### src/rtl/jt49_noise_sync_if.sv
// Link between a JT49 noise generator (shift strobe plus serial bit)
// and the noise-stream checker that rebuilds and verifies its LFSR state.
interface jt49_noise_sync_if;
    logic        step;
    logic        noise_in;
    logic        locked;
    logic [16:0] state_out;
    logic        predict;
    logic        mismatch;
    logic [7:0]  err_cnt;

    modport master (
        output step, noise_in,
        input  locked, state_out, predict, mismatch, err_cnt
    );

    modport slave (
        input  step, noise_in,
        output locked, state_out, predict, mismatch, err_cnt
    );
endinterface

### src/rtl/jt49_noise_sync.sv
// Receiver for the AY-3-8910/YM2149 17-bit noise LFSR: rebuilds the generator
// state from the serial bit stream, predicts each next bit and tracks lock/errors.
module jt49_noise_sync #(
    parameter int unsigned CONFIRM = 8
) (
    input  logic             clk,
    input  logic             rst,
    jt49_noise_sync_if.slave bus
);

    typedef enum logic [1:0] {
        HUNT   = 2'd0,
        VERIFY = 2'd1,
        LOCKED = 2'd2
    } state_e;

    state_e      state_q, state_d;
    logic [16:0] cap_q, cap_d;
    logic [4:0]  fill_q, fill_d;
    logic [7:0]  good_q, good_d;
    logic [7:0]  err_q, err_d;
    logic        locked_q;
    logic        mismatch_q, mismatch_d;
    logic        predict;
    logic        hit;
    logic [8:0]  goodInc;

    // An all-zero state still advances: the generator injects a 1 there.
    assign predict = cap_q[0] ^ cap_q[2] ^ (cap_q == 17'd0);
    assign hit     = (bus.noise_in == predict);
    assign goodInc = {1'b0, good_q} + 9'd1;

    always_comb begin
        state_d    = state_q;
        cap_d      = cap_q;
        fill_d     = fill_q;
        good_d     = good_q;
        err_d      = err_q;
        mismatch_d = 1'b0;

        if (bus.step) begin
            cap_d = {bus.noise_in, cap_q[16:1]};
            unique case (state_q)
                HUNT: begin
                    fill_d = fill_q + 5'd1;
                    if (fill_q == 5'd16) begin
                        state_d = VERIFY;
                        good_d  = 8'd0;
                    end
                end
                VERIFY: begin
                    if (hit) begin
                        good_d = goodInc[7:0];
                        if (goodInc == 9'(CONFIRM)) begin
                            state_d = LOCKED;
                        end
                    end else begin
                        mismatch_d = 1'b1;
                        fill_d     = 5'd0;
                        good_d     = 8'd0;
                        state_d    = HUNT;
                    end
                end
                LOCKED: begin
                    if (!hit) begin
                        mismatch_d = 1'b1;
                        if (err_q != 8'hFF) begin
                            err_d = err_q + 8'd1;
                        end
                        fill_d  = 5'd0;
                        good_d  = 8'd0;
                        state_d = HUNT;
                    end
                end
                default: state_d = HUNT;
            endcase
        end
    end

    always_ff @(posedge clk) begin
        if (rst) begin
            state_q    <= HUNT;
            cap_q      <= 17'd0;
            fill_q     <= 5'd0;
            good_q     <= 8'd0;
            err_q      <= 8'd0;
            locked_q   <= 1'b0;
            mismatch_q <= 1'b0;
        end else begin
            state_q    <= state_d;
            cap_q      <= cap_d;
            fill_q     <= fill_d;
            good_q     <= good_d;
            err_q      <= err_d;
            locked_q   <= (state_d == LOCKED);
            mismatch_q <= mismatch_d;
        end
    end

    assign bus.locked    = locked_q;
    assign bus.state_out = cap_q;
    assign bus.predict   = predict;
    assign bus.mismatch  = mismatch_q;
    assign bus.err_cnt   = err_q;

endmodule

### src/flat_wrapper.sv
// flat-port wrapper written by rule: the top's interface ports become plain ports
module jt49_noise_sync_flat 
#(
    parameter int unsigned CONFIRM = 8
)
  (clk, rst, bus_step, bus_noise_in, bus_locked, bus_state_out, bus_predict, bus_mismatch, bus_err_cnt);
  jt49_noise_sync_if bus_i ();
  input  logic clk;
  input  logic rst;
  input wire logic [$bits(bus_i.step)-1:0] bus_step;
  input wire logic [$bits(bus_i.noise_in)-1:0] bus_noise_in;
  output wire logic [$bits(bus_i.locked)-1:0] bus_locked;
  output wire logic [$bits(bus_i.state_out)-1:0] bus_state_out;
  output wire logic [$bits(bus_i.predict)-1:0] bus_predict;
  output wire logic [$bits(bus_i.mismatch)-1:0] bus_mismatch;
  output wire logic [$bits(bus_i.err_cnt)-1:0] bus_err_cnt;
  assign bus_i.step = bus_step;
  assign bus_i.noise_in = bus_noise_in;
  assign bus_locked = bus_i.locked;
  assign bus_state_out = bus_i.state_out;
  assign bus_predict = bus_i.predict;
  assign bus_mismatch = bus_i.mismatch;
  assign bus_err_cnt = bus_i.err_cnt;
  jt49_noise_sync #(.CONFIRM(CONFIRM)) u_core (.clk(clk), .rst(rst), .bus(bus_i));
endmodule
### config.mk
export PLATFORM = sky130hd
export DESIGN_NAME = jt49_noise_sync_flat
export DESIGN_NICKNAME = d
export VERILOG_FILES = /design/src/rtl/jt49_noise_sync_if.sv /design/src/rtl/jt49_noise_sync.sv /design/src/flat_wrapper.sv
export SDC_FILE = /design/constraint.sdc
export NUM_CORES = 1
export LEC_CHECK = 0
export ABC_AREA = 1
export BUFFER_PORTS_ARGS = -buffer_cell sky130_fd_sc_hd__buf_2
export CAP_MARGIN = 30
export CORE_MARGIN = 1.5
export CORE_UTILIZATION = 51
export CTS_BUF_LIST = sky130_fd_sc_hd__clkbuf_16
export DETAILED_ROUTE_END_ITERATION = 8
export PLACE_DENSITY_LB_ADDON = 0.15
export SLEW_MARGIN = 15
export SYNTH_ARGS = -nofsm -noshare
export SYNTH_HDL_FRONTEND = slang
export SYNTH_SLANG_ARGS = --single-unit
### constraint.sdc
create_clock -name clk -period 1.6 [get_ports clk]
set_clock_uncertainty 0.1 [all_clocks]
set_input_delay 0.4 -clock clk [delete_from_list [all_inputs] [get_ports clk]]
set_output_delay 0.4 -clock clk [all_outputs]
set_load 0.01 [all_outputs]
==> results by group <==
Outcome
  – Result of the run: finished with violations
  – Violated checks: negative setup slack

Worst setup path
  – Worst Setup End Kind: register
  – Data arrival time at the worst-slack endpoint: 1.79 ns
  – Critical Path Source Type: register
  – Critical Path Fanout Max: 8
  – Startpoint of the most critical setup path: u_core.bus.state_out[0]
  – Worst setup path category: register to register
  – Minimum setup slack among reg-to-reg paths: -0.13 ns
  – Startpoint of the most critical register-to-register path: u_core.bus.state_out[0]
  – Data required, critical path: 1.66 ns
  – FF-to-FF path depth: 11
  – Endpoint of the worst register-to-register path: u_core.good_q[2]

Synthesis
  – Synth cell types: 29
  – Syn_nets: 308
  – Largest cells by area after synthesis: sky130_fd_sc_hd__dfxtp_1 39%, sky130_fd_sc_hd__nor2_1 10%, sky130_fd_sc_hd__nand2_1 6.6%
  – Yosys synthesis warning count: 0
  – Post-synth top area share: 0.388
  – Count of mapped cells out of synthesis: 296
  – Cell Area, Synth: 0.00217 mm²
  – Synthesized flop and latch total: 42
  – Part of the Yosys area used for sequential elements: 0.388
  – Mean Syn Cell Area: 7.32 µm²
  – Cell accounting for the most synthesized area: sky130_fd_sc_hd__dfxtp_1

Drt
  – Final ANT Viol Nets: 0
  – DR WL/cell: 12.8 µm
  – Drt drc: 0
  – First drt pass iteration count: 4
  – Via total after detailed routing: 2179
  – Sum of routed wire length over all layers: 5230 µm
  – Drt first-iter violations: 121
  – Via density: 5.33

Global routing
  – Vias in the first global route: 2037
  – First-pass GRT wire length: 8770 µm
  – Total gr overflow: 0
  – Aggregate global-route resource usage: 0.249
  – Pin count of the biggest net entering global routing: 29
  – Number of antenna violations at the first check in global routing: 0

Worst hold path
  – Hold EP: u_core.bus.err_cnt[7]
  – Critical hold path startpoint: rst
  – Cell depth of the worst hold path: 2
  – Worst min path class: input port to register

Final layout
  – Filler cell count in the final layout: 315
  – Relative area change from synthesis to final layout: 38.0%
  – Share of layout cells above drive strength 1: 0.334
  – Total inserted antenna cells: 0
  – Net count reported at finish: 371

Timing
  – Final Hold Violating Endpoints: 0
  – Minimum clock period after layout: 1.73 ns
  – Tightest Pin Transition: 0.468 ns
  – Final-layout setup total negative slack: -1.91 ns
  – Highest achievable clock rate: 0.578 GHz
  – Smallest hold slack: 0.378 ns
  – Fin crit share: 1.08
  – Setup WS post-layout: -0.131 ns
  – Slew Viols, Final: 0
  – Number of setup violations in the final report: 25
  – RSZ-0062 raised after global routing: true
  – Worst max-slew margin expressed relative to the limit: 0.687

Place
  – Routability cong.: 0.853
  – Port Buf Inserts: 31
  – HPWL after detailed placement: 3310 µm
  – Worst setup timing slack at the placement stage: -0.0822 ns

Clock network
  – Buffers from clock root to sink, at most: 2
  – Sink Count: 42
  – H-Tree Level Count: 2
  – CTS Root Cell: sky130_fd_sc_hd__clkbuf_16
  – Inserted Clock Buffers: 5
  – Worst-skew pair later-pin latency: 0.28 ns
  – CTS clk-pin slew, worst paths: 0.06 ns
  – TritonCTS clock tree: done

Die
  – Standard cell core area: 0.00403 mm²
  – Die width: 68.2 µm
  – Row count: 23
  – Number of top-level pins: 32
  – Floorplan die area: 0.00465 mm²
  – DIE HEIGHT: 68.2 µm
  – Initial Util: 0.538

Power and ir drop
  – Static Leak: 1.33 nW
  – IR Drop Worst-Case VDD: 0.502 mV
  – Total power per unit cell area: 865 mW/mm²
  – Design Power: 0.00259 W

Run
  – Max Cap Violations: 0
## registers in the layout, indices dropped and copies added (netlist names)
name                  count
u_core.bus.err_cnt        8
u_core.bus.locked         1
u_core.bus.mismatch       1
u_core.bus.state_out     17
u_core.fill_q             5
u_core.good_q             8
u_core.state_q            2
## what timing repair did
action | CTS | global route
buffers inserted | 3 | 2
pin swaps | 13 | 16
hold buffers | 0 | 0
gates resized for setup | 30 | 24
endpoints found under the setup margin | 16 | 26
cloned | 1 | 1
## logic make-up (layout without fill, tap and decap cells)
| family | count (synthesis) | after routing | synth area share |
|---|---|---|---|
| and+or+nand+nor | 139 | 141 | 0.308 |
| AOI/OAI and AO/OA | 57 | 57 | 0.135 |
| DFF | 42 | 42 | 0.388 |
| buffers and inverters | 38 | 99 | 0.0716 |
| xor gates and xnor gates | 12 | 12 | 0.0520 |
| adders and majority gates | 8 | 8 | 0.0462 |
## placed cells by master, fill, tap and decap left out, drive strengths merged, types with 8 or more instances in the layout
| master | instances |
|---|---|
| buf | 63 |
| a21oi | 25 |
| nand4 | 9 |
| ha | 8 |
| o21ai | 29 |
| dfxtp | 42 |
| inv | 29 |
| nor2 | 60 |
| nand3 | 23 |
| xor2 | 8 |
| nand2 | 45 |
## stage by stage
stage | std cells | util | area [µm²]
finish | 409 | 0.742 | 2990
detailed placement | 395 | 0.634 | 2560
floorplan | 296 | - | 2170
global placement | 395 | 0.634 | 2560
CTS | 406 | 0.712 | 2870
global route | 409 | 0.742 | 2990
## metal layers
| metal | global-route usage | up-vias | part of all wire |
|---|---|---|---|
| met5 | 0 | - | 0 |
| met4 | 0.113 | 0 | 0.020 |
| met3 | 0.0526 | 14 | 0.039 |
| met2 | 0.441 | 50 | 0.52 |
| met1 | 0.285 | 1019 | 0.42 |
| li1 | - | 1096 | - |
## cell usage after synthesis, drive strengths merged
cell type and instances:
dfxtp 42, xor2 8, xnor2 4, buf 4, inv 29, nor2 60
nand4 9, nand3b 1, nor3 2, o21a 2, nand2 45, clkbuf 5
nand3 21, a21oi 25, o21ai 29, ha 8, nor4 1, a31oi 1
## worst max-delay path: stages, from the launching register on
cell and delay (ns):
sky130_fd_sc_hd__dfxtp_2 0.36, sky130_fd_sc_hd__nor2_2 0.12, sky130_fd_sc_hd__nand3_2 0.09, sky130_fd_sc_hd__nor2_4 0.11
sky130_fd_sc_hd__nand2_4 0.07, sky130_fd_sc_hd__nand2_4 0.09, sky130_fd_sc_hd__buf_12 0.12, sky130_fd_sc_hd__nand2_4 0.06
sky130_fd_sc_hd__nand3_4 0.11, sky130_fd_sc_hd__nand3_4 0.14, sky130_fd_sc_hd__o21ai_2 0.18, sky130_fd_sc_hd__a21oi_1 0.06
## worst max-delay path by stage
stage / slack (ns) / depth (start not counted) / endpoint
after floorplan: 0.006 / 8 / u_core.fill_q[2]
after global placement: -0.02 / 11 / u_core.bus.locked
after detailed placement: -0.08 / 9 / u_core.bus.locked
after CTS: -0.13 / 6 / bus_predict
after global routing: -0.24 / 11 / u_core.good_q[2]
final: -0.13 / 11 / u_core.good_q[2]
## final cells by class
class                   instances  area [µm²]  share of cell area
inverters                      29         119              0.0397
well taps                      50        62.6              0.0209
clock buffers                   5         125              0.0418
clock inverters                 2        33.8              0.0113
flip-flops and latches         42         848               0.284
multi-input cells             218        1380               0.460
repair buffers                 63         427               0.143
## where the power goes
| group | switching (W) | internal (W) | total (W) |
|---|---|---|---|
| clock | 0.000378 | 0.000721 | 0.00110 |
| combinational | 0.000213 | 0.000165 | 0.000378 |
| sequential | 0.0000303 | 0.00108 | 0.00111 |
| total | 0.000621 | 0.00197 | 0.00259 |
(Power assumes the default switching activity.)
